`src/rtl/rsr_pkg.sv`:
```
// Shared definitions for the RAM stream reader and its output buffer.
package rsr_pkg;

    // Transfer controller states.
    typedef enum logic [1:0] {
        IDLE = 2'd0,
        RUN  = 2'd1,
        DONE = 2'd2
    } state_t;

    // Smallest output buffer that still sustains one beat per cycle
    // across the one-cycle RAM read latency.
    localparam int FIFO_MIN_DEPTH = 2;

endpackage

```
`src/rtl/stream_fifo.sv`:
```
// Small registered FIFO used as the output buffer of stream blocks.
// Push while full is only legal together with a pop; the caller gates it.
module stream_fifo #(
    parameter int WIDTH = 8,
    parameter int DEPTH = 2
) (
    input  logic                       i_clock,
    input  logic                       i_reset,
    input  logic                       i_push,
    input  logic [WIDTH-1:0]           i_push_data,
    input  logic                       i_pop,
    output logic [WIDTH-1:0]           o_head,
    output logic [$clog2(DEPTH+1)-1:0] o_count,
    output logic                       o_full,
    output logic                       o_empty
);

    localparam int PW = (DEPTH > 1) ? $clog2(DEPTH) : 1;
    localparam int CW = $clog2(DEPTH + 1);

    logic [WIDTH-1:0] r_mem [DEPTH];
    logic [PW-1:0]    r_rd_ptr;
    logic [PW-1:0]    r_wr_ptr;
    logic [CW-1:0]    r_count;
    logic             w_pop;

    // Pointers wrap explicitly so non-power-of-two depths work.
    function automatic logic [PW-1:0] ptr_next(input logic [PW-1:0] p);
        if (p == PW'(DEPTH - 1)) begin
            return '0;
        end
        return p + 1'b1;
    endfunction

    assign w_pop   = i_pop & ~o_empty;
    assign o_count = r_count;
    assign o_empty = (r_count == '0);
    assign o_full  = (r_count == CW'(DEPTH));
    assign o_head  = r_mem[r_rd_ptr];

    // Pointer and occupancy bookkeeping; simultaneous push and pop keeps the count.
    always_ff @(posedge i_clock) begin
        if (i_reset) begin
            r_rd_ptr <= '0;
            r_wr_ptr <= '0;
            r_count  <= '0;
        end else begin
            if (i_push) begin
                r_wr_ptr <= ptr_next(r_wr_ptr);
            end
            if (w_pop) begin
                r_rd_ptr <= ptr_next(r_rd_ptr);
            end
            case ({i_push, w_pop})
                2'b10:   r_count <= r_count + 1'b1;
                2'b01:   r_count <= r_count - 1'b1;
                default: r_count <= r_count;
            endcase
        end
    end

    // Storage is data only and needs no reset.
    always_ff @(posedge i_clock) begin
        if (i_push) begin
            r_mem[r_wr_ptr] <= i_push_data;
        end
    end

endmodule

```
`src/rtl/ram_stream_reader.sv`:
```
// Reads a contiguous block from a single-port synchronous RAM and presents
// it as a valid/ready stream. Reads are only issued when the output buffer
// is guaranteed room for the returning word, so nothing is lost or repeated.
module ram_stream_reader
    import rsr_pkg::*;
#(
    parameter int addr_width_g = 11,
    parameter int data_width_g = 8,
    parameter int fifo_depth_g = 2
) (
    input  logic                    clock,
    input  logic                    reset,
    input  logic                    start,
    input  logic [addr_width_g-1:0] base_addr,
    input  logic [addr_width_g-1:0] len_m1,
    output logic                    busy,
    output logic                    done,
    output logic [addr_width_g-1:0] ram_address,
    output logic                    ram_wren,
    input  logic [data_width_g-1:0] ram_q,
    output logic [data_width_g-1:0] out_data,
    output logic                    out_valid,
    input  logic                    out_ready,
    output logic                    out_last
);

    localparam int AW      = addr_width_g;
    localparam int RW      = addr_width_g + 1;
    localparam int DEPTH_C = (fifo_depth_g < FIFO_MIN_DEPTH) ? FIFO_MIN_DEPTH : fifo_depth_g;
    localparam int CW      = $clog2(DEPTH_C + 1);

    state_t          r_state;
    logic            r_busy;
    logic            r_done;
    logic [AW-1:0]   r_addr;
    logic [RW-1:0]   r_issue_rem;
    logic [RW-1:0]   r_beat_rem;
    logic            r_inflight;

    logic [RW-1:0]   w_len;
    logic            w_pop;
    logic            w_push;
    logic            w_issue;
    logic [CW:0]     w_occ;
    logic [CW:0]     w_lim;
    logic [CW-1:0]   w_count;
    logic            w_full;
    logic            w_empty;

    // Transfer length in words; len_m1 at its maximum needs the extra bit.
    assign w_len = {1'b0, len_m1} + {{AW{1'b0}}, 1'b1};

    assign w_pop  = out_valid & out_ready;
    // Issue rule already prevents overflow; the guard keeps the buffer safe regardless.
    assign w_push = r_inflight & (~w_full | w_pop);

    // Issue a read only if the buffer will have room once the word returns.
    always_comb begin
        w_occ   = {1'b0, w_count} + {{CW{1'b0}}, r_inflight};
        w_lim   = (CW + 1)'(DEPTH_C) + {{CW{1'b0}}, w_pop};
        w_issue = (r_state == RUN) && (r_issue_rem != '0) && (w_occ < w_lim);
    end

    stream_fifo #(
        .WIDTH (data_width_g),
        .DEPTH (DEPTH_C)
    ) u_fifo (
        .i_clock     (clock),
        .i_reset     (reset),
        .i_push      (w_push),
        .i_push_data (ram_q),
        .i_pop       (w_pop),
        .o_head      (out_data),
        .o_count     (w_count),
        .o_full      (w_full),
        .o_empty     (w_empty)
    );

    // Transfer FSM with address/issue/beat counters and registered status flags.
    always_ff @(posedge clock) begin
        if (reset) begin
            r_state     <= IDLE;
            r_busy      <= 1'b0;
            r_done      <= 1'b0;
            r_addr      <= '0;
            r_issue_rem <= '0;
            r_beat_rem  <= '0;
            r_inflight  <= 1'b0;
        end else begin
            r_inflight <= w_issue;
            case (r_state)
                IDLE: begin
                    r_done <= 1'b0;
                    if (start) begin
                        r_addr      <= base_addr;
                        r_issue_rem <= w_len;
                        r_beat_rem  <= w_len;
                        r_busy      <= 1'b1;
                        r_state     <= RUN;
                    end
                end
                RUN: begin
                    if (w_issue) begin
                        r_addr      <= r_addr + 1'b1;
                        r_issue_rem <= r_issue_rem - 1'b1;
                    end
                    if (w_pop) begin
                        r_beat_rem <= r_beat_rem - 1'b1;
                        if (r_beat_rem == RW'(1)) begin
                            r_busy  <= 1'b0;
                            r_done  <= 1'b1;
                            r_state <= DONE;
                        end
                    end
                end
                DONE: begin
                    r_done  <= 1'b0;
                    r_state <= IDLE;
                end
                default: begin
                    r_busy  <= 1'b0;
                    r_done  <= 1'b0;
                    r_state <= IDLE;
                end
            endcase
        end
    end

    assign busy        = r_busy;
    assign done        = r_done;
    assign ram_address = r_addr;
    assign ram_wren    = 1'b0;
    assign out_valid   = ~w_empty;
    assign out_last    = ~w_empty & (r_beat_rem == RW'(1));

endmodule

```
`config.mk`:
```
export PLATFORM = sky130hd
export DESIGN_NAME = ram_stream_reader
export DESIGN_NICKNAME = d
export VERILOG_FILES = /design/src/rtl/rsr_pkg.sv /design/src/rtl/stream_fifo.sv /design/src/rtl/ram_stream_reader.sv
export SDC_FILE = /design/constraint.sdc
export NUM_CORES = 1
export LEC_CHECK = 0
export CAP_MARGIN = 20
export CORE_MARGIN = 1
export CORE_UTILIZATION = 61
export DETAILED_ROUTE_END_ITERATION = 6
export DONT_BUFFER_PORTS = 1
export GPL_ROUTABILITY_DRIVEN = 0
export PLACE_DENSITY = 0.77
export REMOVE_ABC_BUFFERS = 1
export SETUP_SLACK_MARGIN = 0.5
export SYNTH_ARGS = -nofsm -noshare
export SYNTH_HDL_FRONTEND = slang
export SYNTH_HIERARCHICAL = 1
export SYNTH_SLANG_ARGS = --single-unit
```
`constraint.sdc`:
```
create_clock -name clock -period 3.1 [get_ports clock]
set_input_delay 0.31 -clock clock [delete_from_list [all_inputs] [get_ports clock]]
set_output_delay 0.31 -clock clock [all_outputs]
set_load 0.05 [all_outputs]
```
* Yosys cells after proc, flatten, opt, wreduce, memory -nomap -nowiden
Memories as Yosys holds them, arrays and structs flattened. A register that Yosys moved wholly into a read port is not among the register bits.
Index checks and enable logic that the tools add are counted.
** Storage, ports and cells
- Register bits :: 44
- Memory bits (writable) :: 16
- Logic and storage cells :: 85
- Memories kept :: 1
** Cells by class
- $add $sub $neg :: 10
- $lt $le $gt $ge :: 1
- Equal/unequal tests :: 10
- Muxes and demuxes :: 31
- Bitwise logic cells :: 9
- Reduce and logical (&&, ||, !) cells :: 13
** Memory list
- u_fifo.r_mem :: depth 2, width 8, read ports 1, clocked after memory_dff 1, write ports 1, line stream_fifo.sv:21 : logic [WIDTH-1:0] r_mem [DEPTH];
** Operator list (number)
- $pmux 12 s2 :: 2
- $mux 12 :: 3
- $sub 12x1->12 const B :: 2
- $mux 11 :: 2
- $pmux 11 s2 :: 1
- $mux 1 :: 17
- $add 11x1->12 const B :: 1
- $eq 12x1->1 const B :: 1
- $reduce_bool 12->1 :: 1
- $add 11x1->11 const B :: 1
- $reduce_and 3->1 :: 3
- $pmux 2 s2 :: 2
- $eq 2x2->1 const B :: 3
- $mux 2 :: 3
- $and 1x1->1 :: 4
- $eq 2x1->1 const B :: 2
- $logic_not 2->1 :: 2
- $ne 2x1->1 const B :: 2
- $ne 2x2->1 const B :: 2
- $not 1->1 :: 4
- $reduce_and 4->1 :: 1
- $reduce_bool 2->1 :: 2
- $add 2x1->3 :: 1
- $add 2x1->3 const A :: 1
- 9 further kinds :: 11

* Longest topological paths before layout
Gate-level depths: netlist of the first run.
- Depth after elaboration :: 9
- Mapped depth :: 8
- Gate-level depth less buffers :: 8

* By module
Netlist of the first run, hierarchy kept.
** By module, submodules not included
- ram_stream_reader :: instances 1, cells each 359, area an instance 2615.0 µm², seq. area each 800.8 µm²
- stream_fifo :: instances 1, cells each 48, area an instance 789.5 µm², seq. area each 580.6 µm²

* Worst setup path after synthesis of the first run
No wires, ideal clock.
- Path type :: register -> output
- From :: register r_beat_rem[2]
- To :: output port out_last
- Arrival :: 2.008 ns
- Required time :: 2.790 ns
- Slack :: 0.782 ns
- Cell stages (with the launch flop) :: 4
- Cells stage by stage :: dfxtp_1 -> nor4_2 -> nand2_1 -> nor3_1
** Between the ends
- Cells in the longest elaborated chain, start to end :: 2
** Ends and longest elaborated chain
- from (decl) :: line ram_stream_reader.sv:37 : logic [RW-1:0] r_beat_rem;
- from (signal assigned) :: line ram_stream_reader.sv:97 : r_beat_rem <= w_len;
- from (signal assigned) :: line ram_stream_reader.sv:108 : r_beat_rem <= r_beat_rem - 1'b1;
- $eq 12x1->1 :: line ram_stream_reader.sv:134 : assign out_last = ~w_empty & (r_beat_rem == RW'(1));
- $and 1x1->1 :: line ram_stream_reader.sv:134
- to (decl) :: line ram_stream_reader.sv:24 : output logic out_last
No other way between the ends.

* Worst setup path after layout of the first run
- From :: register u_fifo.r_count[0], in the netlist u_fifo/o_count[0]
- To :: register r_addr[2], in the netlist ram_address[2]
** Between the ends
- Cells in the longest elaborated chain, start to end :: 8
- Elaborated cells on any way between the ends :: 9
- Those cells by class :: add/sub: 2; order compare: 1; eq/ne: 1; bitwise: 2; reduce/logical: 3
** Ends and longest elaborated chain
- from (decl) :: line stream_fifo.sv:24 : logic [CW-1:0] r_count;
- from (signal assigned) :: line stream_fifo.sv:55 : 2'b10: r_count <= r_count + 1'b1;
- from (signal assigned) :: line stream_fifo.sv:56 : 2'b01: r_count <= r_count - 1'b1;
- from (signal assigned) :: line stream_fifo.sv:57 : default: r_count <= r_count;
- $logic_not 2->1 :: line stream_fifo.sv:37 : assign o_empty = (r_count == '0);
- $not 1->1 :: line ram_stream_reader.sv:133 : assign out_valid = ~w_empty;
- $and 1x1->1 :: line ram_stream_reader.sv:53 : assign w_pop = out_valid & out_ready;
- $add 2x1->3 :: line ram_stream_reader.sv:60 : w_lim = (CW + 1)'(DEPTH_C) + {{CW{1'b0}}, w_pop};
- $lt 3x3->1 * :: line ram_stream_reader.sv:61 : w_issue = (r_state == RUN) && (r_issue_rem != '0) && (w_occ < w_lim);
- $logic_and 1x1->1 * :: line ram_stream_reader.sv:61
- $ne 2x2->1 (no source line) *
- $reduce_and 3->1 (no source line) *
- to (signal assigned) :: line ram_stream_reader.sv:95 : r_addr <= base_addr;
- to (signal assigned) :: line ram_stream_reader.sv:104 : r_addr <= r_addr + 1'b1;
- to (decl) :: line ram_stream_reader.sv:35 : logic [AW-1:0] r_addr;
Every way passes the cells marked *; elsewhere a longest branch is shown, timed or not.
A chain may end at the register's enable or synchronous reset.

==> results of run 1 <==
==> power breakdown <==
group	switching [mW]	internal, mW
Sequential	0.129	0.879
Combinational	0.289	0.168
Clock	0.319	0.448
Total	0.737	1.50
==> per-stage QoR <==
stage / hold WS (ns) / area (µm²) / utilization [%] / setup slack (ns)
detailed placement: 0.385 / 3440 / 65.6 / 0.822
finish: 0.0258 / 3650 / 69.7 / 0.814
floorplan: 0.378 / 3300 / - / 0.234
CTS: 0.0158 / 3650 / 69.7 / 0.814
global placement: 0.383 / 3440 / 65.6 / 0.865
global route: 0.0104 / 3650 / 69.7 / 0.694
==> per-layer routing <==
layer | track usage (%) | vias up | wire [µm]
met5 | 0 | - | 0
met4 | 13.3 | 0 | 138
met3 | 7.26 | 12 | 614
met2 | 42.8 | 133 | 3550
met1 | 38.1 | 1416 | 3460
li1 | - | 1498 | -
==> how the worst max path moves through the flow <==
stage | endpoint | slack (ns) | from
after floorplan | r_issue_rem[0] | 0.23 | r_state[1]
after global routing | ram_address[0] | 0.69 | u_fifo/o_count[0]
after CTS | ram_address[2] | 0.81 | u_fifo/o_count[0]
after detailed placement | ram_address[2] | 0.82 | u_fifo/o_count[0]
after global placement | ram_address[2] | 0.87 | u_fifo/o_count[0]
final | ram_address[2] | 0.81 | u_fifo/o_count[0]
==> cell usage in the layout, fill, tap and decap left out, drive strengths merged, types with 5 or more instances in the layout <==
cell type | synthesis | final
nand3 | 11 | 11
or4 | 6 | 6
nor2 | 30 | 30
o21ai | 43 | 43
mux2 | 8 | 8
inv | 11 | 11
nand2b | 14 | 14
or3 | 7 | 7
o21a | 5 | 5
a21oi | 51 | 51
nor3 | 17 | 17
clkbuf | 15 | 9
buf | 7 | 5
nor4 | 10 | 10
nand2 | 35 | 35
dfxtp | 45 | 45
o32ai | 6 | 6
ha | 9 | 9
edfxtp | 16 | 16
==> cell families after synthesis <==
logic type               count (synthesis)
AND/OR/NAND/NOR                        153
AO/OA/AOI/OAI                          135
flip-flops                              61
buffers and inverters                   33
adder cells (fa/ha/maj)                  9
multiplexers                             8
XOR/XNOR                                 7
other                                    1
==> layout make-up <==
class	count	area (µm²)
fillers	448	1590
multi-input cells	313	1890
flip-flops and latches	61	1380
clock inverters	7	90.1
well taps	70	87.6
repair buffers	5	37.5
clock buffers	9	124
inverters	11	41.3
==> state kept, by name, indices dropped and copies added (netlist names), named ones only <==
name / flops
u_fifo/r_mem: 16
r_inflight: 1
busy: 1
r_issue_rem: 12
u_fifo/r_rd_ptr: 1
r_beat_rem: 12
r_state: 2
u_fifo/r_wr_ptr: 1
done: 1
u_fifo/o_count: 2
ram_address: 11
==> worst reg2reg max path, stage by stage (launching register included) <==
cell                      delay, ns
sky130_fd_sc_hd__dfxtp_1       0.44
sky130_fd_sc_hd__ha_1          0.27
sky130_fd_sc_hd__or3b_1        0.34
sky130_fd_sc_hd__a211o_1       0.32
sky130_fd_sc_hd__o21a_2        0.38
sky130_fd_sc_hd__or2_2         0.35
sky130_fd_sc_hd__a21oi_1       0.12
==> run summary, run 1 <==
The run finished with clean final reports. The worst supply voltage drop on vdd is 0.000362 V. Count of hold-fix buffers inserted at cts: 0. Overall power of the completed layout: 2.23 mW.

The initial utilization of the core area, before any placement, comes to 65.0%. The biggest area contributor in the post-synthesis netlist is sky130_fd_sc_hd__dfxtp_1. The logs give 0 for the number of max-cap violations and 7770 µm for the total wire length. Subtracting the final worst setup slack from the clock period gives 2.29 ns. The adder-cell share of the synthesized area is 3.31%, and the slack of the worst reg-to-reg path is 0.81 ns. The worst setup path is launched from a register. The nature of the critical path endpoint was a register. The tools report the end of the worst register-to-register path as ram_address[2]. The post-synthesis share of cell area spent on xor and xnor gates came out at 1.80%. TritonCTS built the clock tree. After legalization and detailed placement, the total HPWL measured 5380 µm.

The worst endpoint required time was 3.38 ns; the area growth from synthesis to layout was 7.24%. The tools report the total overflow reported by the global router as 0. The number of setup violations in the final report came out at 0. The depth of the most critical reg-to-reg path is 6.

For this run, design rule violations remaining after detail routing come to 0. The first routing iteration left 256 violations. The portion of the post-synthesis area used by sequential elements came out at 40.6%. Yosys printed 6 warnings. No sink is reached through more buffers than the 2 on the longest clock path. Summed over all failing endpoints, the final setup total negative slack is 0 ns. The tools report the number of hold violations in the final report as 0. The most used flip-flop cell after synthesis is sky130_fd_sc_hd__dfxtp_1. The die extent in x came out at 76.7 µm. The final count of pins violating max slew was 0; the global-route wire length before repair was 13400 µm. The worst hold path cell count was 1; the number of optimization iterations in the first detailed-route pass was 5. The mapped netlist covers 3400 µm². The share of async-settable or async-resettable flops after synthesis came out at 0%. The detail route stage leaves a number of antenna-violating nets equal to 0.

Port buffering added 0 buffers. Summed over its instances, the top area cell type makes up 26.5% of the synthesized netlist area. The mux share of post-synthesis cell area came out at 2.65%. The portion of the clock cycle consumed by the worst path in the final layout is 73.8%. The highest cell delay on the worst timing path came out at 0.44 ns. Together, buffers and inverters on the worst path number 0.

Setup repair after global routing left no endpoint under its margin. The slew at the pin closest to its max-slew limit came out at 0.963 ns. After synthesis, the netlist uses 56 different library cells. The worst pin sits at a relative slew slack of 35.8%. CTS saw 61 sinks. The number of synthesized flops with an enable pin works out to 16. The mean cell area of the mapped netlist works out to 8.36 µm². The height of the die came out at 76.7 µm. The number of rows created at floorplan is 26.

Ranked by instance count, the synthesized netlist is headed by sky130_fd_sc_hd__a21oi_1 (51), sky130_fd_sc_hd__dfxtp_1 (45), sky130_fd_sc_hd__nand2_1 (35), sky130_fd_sc_hd__nor2_1 (30), sky130_fd_sc_hd__o21ai_1 (29). In the routed layout, each cell is associated on average with a via count of 6.43. In this run the most critical hold path is launched from reset. Area inside the core boundary: 5240 µm². Path type of the worst min-delay path: input pin to register. Dividing the detail-routed wire length by the instance count gives 16.3 µm. The maximum level of the CTS H-tree came out at 3.

The TritonCTS buffer count is 9, and the number of diodes added for antenna fixing is 0. The most common cell in the synthesized netlist is sky130_fd_sc_hd__a21oi_1. The tools report the number of gates given a new drive strength after cts as 0. The tools report the destination of the worst hold path as ram_address[1]. Across every metal layer, demand over resource in global routing totals 28.4%. The synthesized design contains 61 register bits. The run gives 2870 as the via count of the first global-routing pass. At the later pin of the worst-skew pair, clock insertion delay measures 0.35 ns.

For the arrival time at the worst endpoint, the log shows 2.57 ns. The signal on the critical path passes through ha_1, or3b_1, a211o_1, o21a_2, or2_2, a21oi_1. Share of post-route cells with drive strength above 1: 9.85%.

The tools report the source of the worst register-to-register timing path as u_fifo/o_count[0]. The via count of the routed design came out at 3059. Type of the worst setup path: register to register. In the synthesized netlist, the number of instances is 407. The total instance count after detailed placement was 460; the post-layout instance count excluding filler cells was 476.

Worst setup skew after layout: 0.00983 ns. Ranked by total cell area, the synthesized netlist is headed by sky130_fd_sc_hd__dfxtp_1 (26%), sky130_fd_sc_hd__edfxtp_1 (14%), sky130_fd_sc_hd__a21oi_1 (7.5%). The slowest stage of the critical path is the sky130_fd_sc_hd__dfxtp_1 cell. Pin count of the biggest net entering global routing: 52.

Post-CTS timing repair inserted 0 buffers for setup. During I/O placement, the number of pins put on the boundary was 58. The die covers 5880 µm². The largest family of logic cells by synthesized area was compound AO/OA/AOI/OAI gates. In this run the worst path has a maximum fanout of 24. The upper clock frequency limit was 437 MHz. The fraction of the mapped netlist area in compound gates was 23.7%; the simple-gate portion of the synthesized area was 23.6%. The initial antenna violation count is 0, and the critical path depth in cells is 6. The tools report the leakage power as 1.27 nW. On the critical path the largest part of the delay comes from compound AO/OA/AOI/OAI gates.

The final layout contains 444 nets. Clock-pin slew was measured on the worst setup and hold paths at 0.07 ns. The tools report the CTS root buffer as sky130_fd_sc_hd__clkbuf_8. The areal power density over the cells is 611 nW/µm².
Note: power is estimated with default switching activity, not from simulation.
==> run 2: changes to the inputs <==
==> constraint.sdc (replaced) <==
create_clock -name clock -period 2.2 [get_ports clock]
set_input_delay 0.22 -clock clock [delete_from_list [all_inputs] [get_ports clock]]
set_output_delay 0.22 -clock clock [all_outputs]
set_load 0.05 [all_outputs]
==> run summary, run 2 (same netlist as run 1, synthesis figures left out) <==
The run finished with clean final reports. The clock network burns 28.9% of the power. The worst pin sits at a relative slew slack of 53.6%. After detailed routing, the average wire length per cell comes to 22.4 µm.

The kind of cell with the highest combined delay along the critical path is simple AND/OR/NAND/NOR gates. The switching portion of total power is 37.2%. Ranked by flip-flop count, first place goes to u_fifo/r_mem. Total wire length: 12000 µm. The number of port buffers was 0. The run gives 3705 as the via count of the routed design. Of the total power, combinational logic draws 32.8%. Dividing the detail-routed via count by the number of cells gives 6.90. The setup TNS was 0 ns. For the number of clock sinks seen by CTS, the log shows 61. Sequential cells account for 38.3% of the total power.

The most frequent standard cell in the layout excluding fill and tap cells was sky130_fd_sc_hd__buf_4. The number of hold violations in the final report is 0, and the clock latency at the later pin of the worst-skew pair is 0.35 ns. Summed over all layers, the global routing overflow is 0. The die covers 5880 µm². The worst hold path cell count works out to 1.

Once detail routing completed, the nets flagged for antenna violations numbered 0. The logs give 0 for the initial antenna violation count and 5770 µm for the placed wire-length estimate. Entering global routing, the biggest net connects 44 pins. The pre-antenna-repair detailed-routing pass consisted of 7 iterations. For the violation count after the first detailed-route iteration, the log shows 598.

For this run, the post-layout net count is 505. The post-layout instance count excluding filler cells came out at 537. The worst hold path begins at reset. TritonCTS built the clock tree. Compared with the post-synthesis result, the final layout area differs by 34.4%.

The critical path goes through or4_4, nor4_4, o21a_4, buf_8, a21oi_1, o21ba_1. The depth of the most critical reg-to-reg path is 6. Dividing total power by cell area gives a power density of 782 nW/µm². In this run, CTS created clock tree buffers numbering 9. The run gives 1.33 mW as the switching power summed over all nets. The path class of the tightest hold or removal check is input pin to register. The tools report the nature of the critical path startpoint as a register.

For the finished layout, the period the worst path requires is 2.08 ns. The startpoint identified for the worst register-to-register timing path is r_issue_rem[6]. The count of buffer and inverter cells on the critical path was 1. The total instance count after detailed placement is 482. The worst endpoint required time came out at 2.43 ns. The post-route netlist has 34.0% of its cells at a drive strength greater than 1. The height of the die is 76.7 µm, and the global-route wire length before repair is 16100 µm. The tools report the via count of the first global-routing pass as 3399.

At the pin with the least slew margin, the transition time is 0.689 ns. The floorplan has 26 rows. The repair_antennas step left the layout with diodes totalling 0.

The analysis attributes to cell leakage a power of 1.68 nW. The die extent in x is 76.7 µm. Worst supply voltage drop on vdd: 0.000469 V. STA puts the critical path data arrival time at 2.32 ns.

The tool flagged a number of max-cap violations equal to 0. Across all setup checks in the final design, the least slack found is 0.117 ns. Timing analysis after detailed placement gives a worst setup slack of 0.0708 ns. The run gives 65.0% as the initial core utilization. During I/O placement, the number of pins put on the boundary was 58. The core region is 5240 µm². For this run, the top clock speed supported by timing is 480 MHz. Cell internal power was estimated by the tool at 2.25 mW. The endpoint identified for the worst register-to-register timing path is ram_address[7]. Setup repair after global routing could not meet its margin everywhere.

On the worst path, the slowest cell contributes a delay of 0.55 ns. The final count of pins violating max slew came out at 0. The clock arrives with 0.0144 ns of skew.

The worst hold margin is 0.0462 ns, and the slack of the worst reg-to-reg path is 0.12 ns. The tools report the destination of the worst hold path as ram_address[7]. Type of the worst setup path: register to register.

CTS built an H-tree with a depth of 3. The cell type of the slowest stage on the worst timing path was sky130_fd_sc_hd__or4_4. The nature of the critical path endpoint was a register. In the final layout, the registers with the most flip-flops are u_fifo/r_mem: 16 flops, r_beat_rem: 12 flops, r_issue_rem: 12 flops.

The overall power of the completed layout was 3.58 mW. The flip-flop count of the largest register after layout is 16, and the DRC violation count after routing is 0. The tools report the number of setup violations in the final report as 0. The tree is rooted in a sky130_fd_sc_hd__clkbuf_8. The largest buffer count on any clock path came out at 2. In the global route stage, overall resource usage came out at 35.0%. After clock tree synthesis, the clock-pin slew on the worst setup and hold paths is 0.07 ns.

Dividing the final minimum period by the clock period gives 94.7%. The top cell types in the final layout, fill and taps aside, are sky130_fd_sc_hd__buf_4 (38), sky130_fd_sc_hd__a21oi_1 (37), sky130_fd_sc_hd__dfxtp_1 (34). In this run the worst path has a maximum fanout of 7.
run 2: cell types whose count changed in the layout (fill, tap and decap cells not counted), sizes merged:
cell         previous run  this run
buf                     5        57
dlygate4sd3             0         8
a21o                    1         2
bufinv                  2         1
clkinvlp                1         2
run 2: how the worst max path moves through the flow:
stage | startpoint | slack [ns] | to | cells past startpoint
floorplan | r_state[1] | -0.67 | r_issue_rem[0] | 5
global placement | u_fifo/o_count[0] | 0.11 | r_issue_rem[0] | 7
detailed placement | u_fifo/o_count[0] | 0.07 | ram_address[8] | 6
CTS | r_inflight | 0.22 | ram_address[8] | 6
global route | r_inflight | 0.05 | r_issue_rem[9] | 8
finish | r_issue_rem[6] | 0.12 | ram_address[7] | 6
run 2: area by class of cell:
class | count | area [µm²]
well taps | 70 | 87.6
fillers | 266 | 661
multi-input cells | 314 | 2250
repair buffers | 65 | 592
inverters | 11 | 41.3
flip-flops and latches | 61 | 1400
clock buffers | 9 | 124
clock inverters | 7 | 76.3
run 2: layer usage:
metal / global-route usage, % / vias up / share of wire, %
li1: - / 1614 / -
met1: 42.8 / 1739 / 37
met2: 56.6 / 285 / 48
met3: 9.05 / 67 / 10
met4: 18.3 / 0 / 4.8
met5: 0 / - / 0
run 2: worst reg2reg max path, cell delays in order (launching register included):
cell and delay, ns:
sky130_fd_sc_hd__dfxtp_4 0.37, sky130_fd_sc_hd__or4_4 0.55, sky130_fd_sc_hd__nor4_4 0.39, sky130_fd_sc_hd__o21a_4 0.28, sky130_fd_sc_hd__buf_8 0.16, sky130_fd_sc_hd__a21oi_1 0.05, sky130_fd_sc_hd__o21ba_1 0.17
run 2: stage by stage:
step           utilization [%]  cell area, µm²
6_report                  87.4            4580
2_1_floorplan                -            3300
5_1_grt                   87.4            4580
3_5_place_dp              68.8            3600
4_1_cts                   81.1            4250
3_3_place_gp              68.8            3600
run 2: repair_timing:
item	CTS	global route
hold buffers	9	0
cloned	1	2
setup endpoints to repair	42	50
pin swaps	32	20
gates resized for setup	61	51
setup buffers	15	12
hold endpoints to repair	59	0
run 2: power by group through the flow:
stage	clock, mW	sequential, mW	combinational (mW)
final	1.03	1.37	1.17
after global routing	1.08	1.38	1.23
after CTS	1.02	1.35	0.968
after detailed placement	0	1.37	0.779
after global placement	0	1.37	0.765
after floorplan	0	1.42	0.511
==> run 3: changes to the inputs <==
--- a/config.mk
+++ b/config.mk
@@ -7,11 +7,12 @@
 export LEC_CHECK = 0
 export CAP_MARGIN = 20
 export CORE_MARGIN = 1
-export CORE_UTILIZATION = 61
+export CORE_UTILIZATION = 57
+export CTS_CLUSTER_DIAMETER = 40
 export DETAILED_ROUTE_END_ITERATION = 6
 export DONT_BUFFER_PORTS = 1
 export GPL_ROUTABILITY_DRIVEN = 0
-export PLACE_DENSITY = 0.77
+export PLACE_DENSITY = 0.75
 export REMOVE_ABC_BUFFERS = 1
 export SETUP_SLACK_MARGIN = 0.5
 export SYNTH_ARGS = -nofsm -noshare
==> constraint.sdc (replaced) <==
create_clock -name clock -period 1.8 [get_ports clock]
set_input_delay 0.18 -clock clock [delete_from_list [all_inputs] [get_ports clock]]
set_output_delay 0.18 -clock clock [all_outputs]
set_load 0.05 [all_outputs]
==> run summary, run 3 (same netlist as run 1, synthesis figures left out) <==
The run finished, with violations left. The checks that failed: DRC, hold timing, setup timing. The final setup slack of the worst path came out at -0.412 ns. Path type of the worst min-delay path: input pin to register. The logs give 509 for the total instance count after detailed placement and 0 for the antenna violation net count after detailed routing. Combinational logic is responsible for 36.7% of the overall power. STA classifies the critical path startpoint as a register. Traced cell by cell, the critical path runs through ha_4, or3b_1, a211o_1, o21a_4, buf_6, o32ai_2. The global-route wire length before repair was 17700 µm. In this run the power density over the cells is 930 nW/µm². The post-layout instance count excluding filler cells was 558. Input and output buffers added on the ports amount to 0. The cell type of the slowest stage on the worst timing path was sky130_fd_sc_hd__or3b_1. The final count of pins violating max slew was 0; the height of the die was 79.3 µm.

TritonCTS buffer count: 9. Leaving out fill and tap cells, the most frequent cell in the layout is sky130_fd_sc_hd__buf_4. From synthesis to final layout, the design area changed by 43.3%. The worst hold margin was -0.115 ns; the violation count after the first detailed-route iteration was 626.

The logs give 13100 µm for the total wire length and 58 for the number of top-level pins. The number of vias per cell works out to 6.98. Register with the highest flop count: u_fifo/r_mem. The share of total power in sequential cells came out at 36.1%. In this design, the stage delay of the slowest critical-path cell is 0.41 ns. The clock latency at the later pin of the worst-skew pair came out at 0.35 ns. The final critical-path required period is 2.21 ns. The area inside the core boundary is 5640 µm², and the total track usage is 37.1%. In the finished design, the share of the clock period the worst path needs comes to 123%. The slew at the pin closest to its max-slew limit is 0.615 ns. The count of buffer and inverter cells on the critical path came out at 1.

Entering global routing, the biggest net connects 52 pins. The via count of the first global-routing pass is 3535. Largest buffer count on any clock path: 2. For this run, the detailed router's first-pass iteration total came to 7. The worst supply voltage drop on vdd was 0.000756 V; the placed wire-length estimate was 6170 µm.

The logs give 56 for the number of setup violations in the final report and 270 for the number of filler instances in the final layout. The tool flagged a number of max-cap violations equal to 0. Timing analysis after detailed placement gives a worst setup slack of -0.339 ns. Die extent in x: 79.3 µm. Setup repair after global routing could not meet its margin everywhere. For the initial antenna violation count, the log shows 0. In the final layout, the registers with the most flip-flops are u_fifo/r_mem: 16 flops, r_beat_rem: 12 flops, r_issue_rem: 12 flops. For this run, the top clock speed supported by timing is 452 MHz.

The net count of the finished layout is 524. Switching power summed over all nets: 1.68 mW. The register with the most flip-flops in the layout has 16 of them. Along the worst path, the maximum fanout reaches 8.

The run gives 3893 as the via count of the routed design. Measured against its own limit, the worst slew margin works out to 59.0%. The worst setup path is of the register to register kind.

Net switching is 37.1% of the power. The dominant delay contributor by cell family on the critical path is compound AO/OA/AOI/OAI gates. The H-tree was split into 3 levels. The run gives 2.46 ns as the arrival time at the worst endpoint. Clock tree synthesis selected as its root buffer the cell sky130_fd_sc_hd__clkbuf_8. The number of antenna diodes in the final layout is 0. The floorplan has 27 rows.

The die covers 6290 µm². The worst setup path is captured at a register. In the layout the commonest cells are sky130_fd_sc_hd__buf_4 (50), sky130_fd_sc_hd__dfxtp_1 (35), sky130_fd_sc_hd__nand2_1 (34). For this run, design rule violations remaining after detail routing come to 7. The leakage power was 1.81 nW; the wire length per cell after detailed routing was 23.5 µm. Internal power comes to 2.85 mW. For this configuration, the core starts out at a cell density of 60.3%. The logs give 0.0150 ns for the worst setup skew after layout and 8 for the count of hold-fix buffers inserted at cts. TritonCTS built the clock tree.

Number of hold violations in the final report: 43. Clock-pin slew was measured on the worst setup and hold paths at 0.08 ns. The run gives 61 as the number of clock sinks seen by CTS. The total overflow reported by the global router is 0, and the share of post-route cells with drive strength above 1 is 39.5%. For the worst setup path, the data required time is 2.05 ns.

The share of total power in the clock network came out at 27.2%.
[run 3: worst reg2reg max path, stage by stage (launching register included)]
cell                      delay, ns
sky130_fd_sc_hd__dfxtp_2       0.38
sky130_fd_sc_hd__ha_4          0.22
sky130_fd_sc_hd__or3b_1        0.41
sky130_fd_sc_hd__a211o_1       0.35
sky130_fd_sc_hd__o21a_4        0.29
sky130_fd_sc_hd__buf_6         0.16
sky130_fd_sc_hd__o32ai_2       0.30
[run 3: cell type report]
cell class / instances / area (µm²) / share of cell area, %
clock buffers: 9 / 124 / 2.54
clock inverters: 7 / 65.1 / 1.33
inverters: 11 / 45.0 / 0.924
multi-input cells: 314 / 2360 / 48.5
flip-flops and latches: 61 / 1400 / 28.7
well taps: 72 / 90.1 / 1.85
repair buffers: 84 / 788 / 16.2
[run 3: routing by layer]
metal,routed length [µm],GRT usage (%)
met5,0,0
met2,6010,62.4
met1,4650,44.2
met3,1510,10.6
met4,929,15.5
[run 3: path summary, 6_finish.rpt]
check                                   start              to  slack (ns)  cells past startpoint
worst max register to register     r_inflight  ram_address[8]       -0.41                      6
worst max-delay path               r_inflight  ram_address[8]       -0.41                      6
worst min-delay path                    reset            done       -0.12                      1
worst min register to register  r_beat_rem[0]   r_beat_rem[0]        0.52                      1
[run 3: timing repair]
item / in CTS / in global routing
gates cloned: 3 / 1
endpoints found under the setup margin: 71 / 71
pin swaps: 34 / 28
hold endpoints to repair: 59 / 43
setup buffers: 17 / 4
gates resized for setup: 99 / 43
[run 3: power by group through the flow]
stage	Clock [mW]	Sequential [mW]	Combinational, mW
2_1_floorplan	0	1.73	0.625
3_3_place_gp	0	1.62	1.09
3_5_place_dp	0	1.62	1.12
4_1_cts	1.19	1.61	1.40
5_1_grt	1.30	1.64	1.74
6_report	1.23	1.64	1.67
[run 3: metrics by stage]
| step | area [µm²] | total power, mW | utilization, % | TNS [ns] |
|---|---|---|---|---|
| 2_1_floorplan | 3300 | 2.35 | - | -21.47 |
| 3_3_place_gp | 3830 | 2.71 | 67.9 | -4.50 |
| 5_1_grt | 4880 | 4.68 | 86.4 | -16.35 |
| 4_1_cts | 4630 | 4.20 | 82.1 | -5.01 |
| 3_5_place_dp | 3830 | 2.75 | 67.9 | -6.54 |
| 6_report | 4880 | 4.53 | 86.4 | -13.27 |
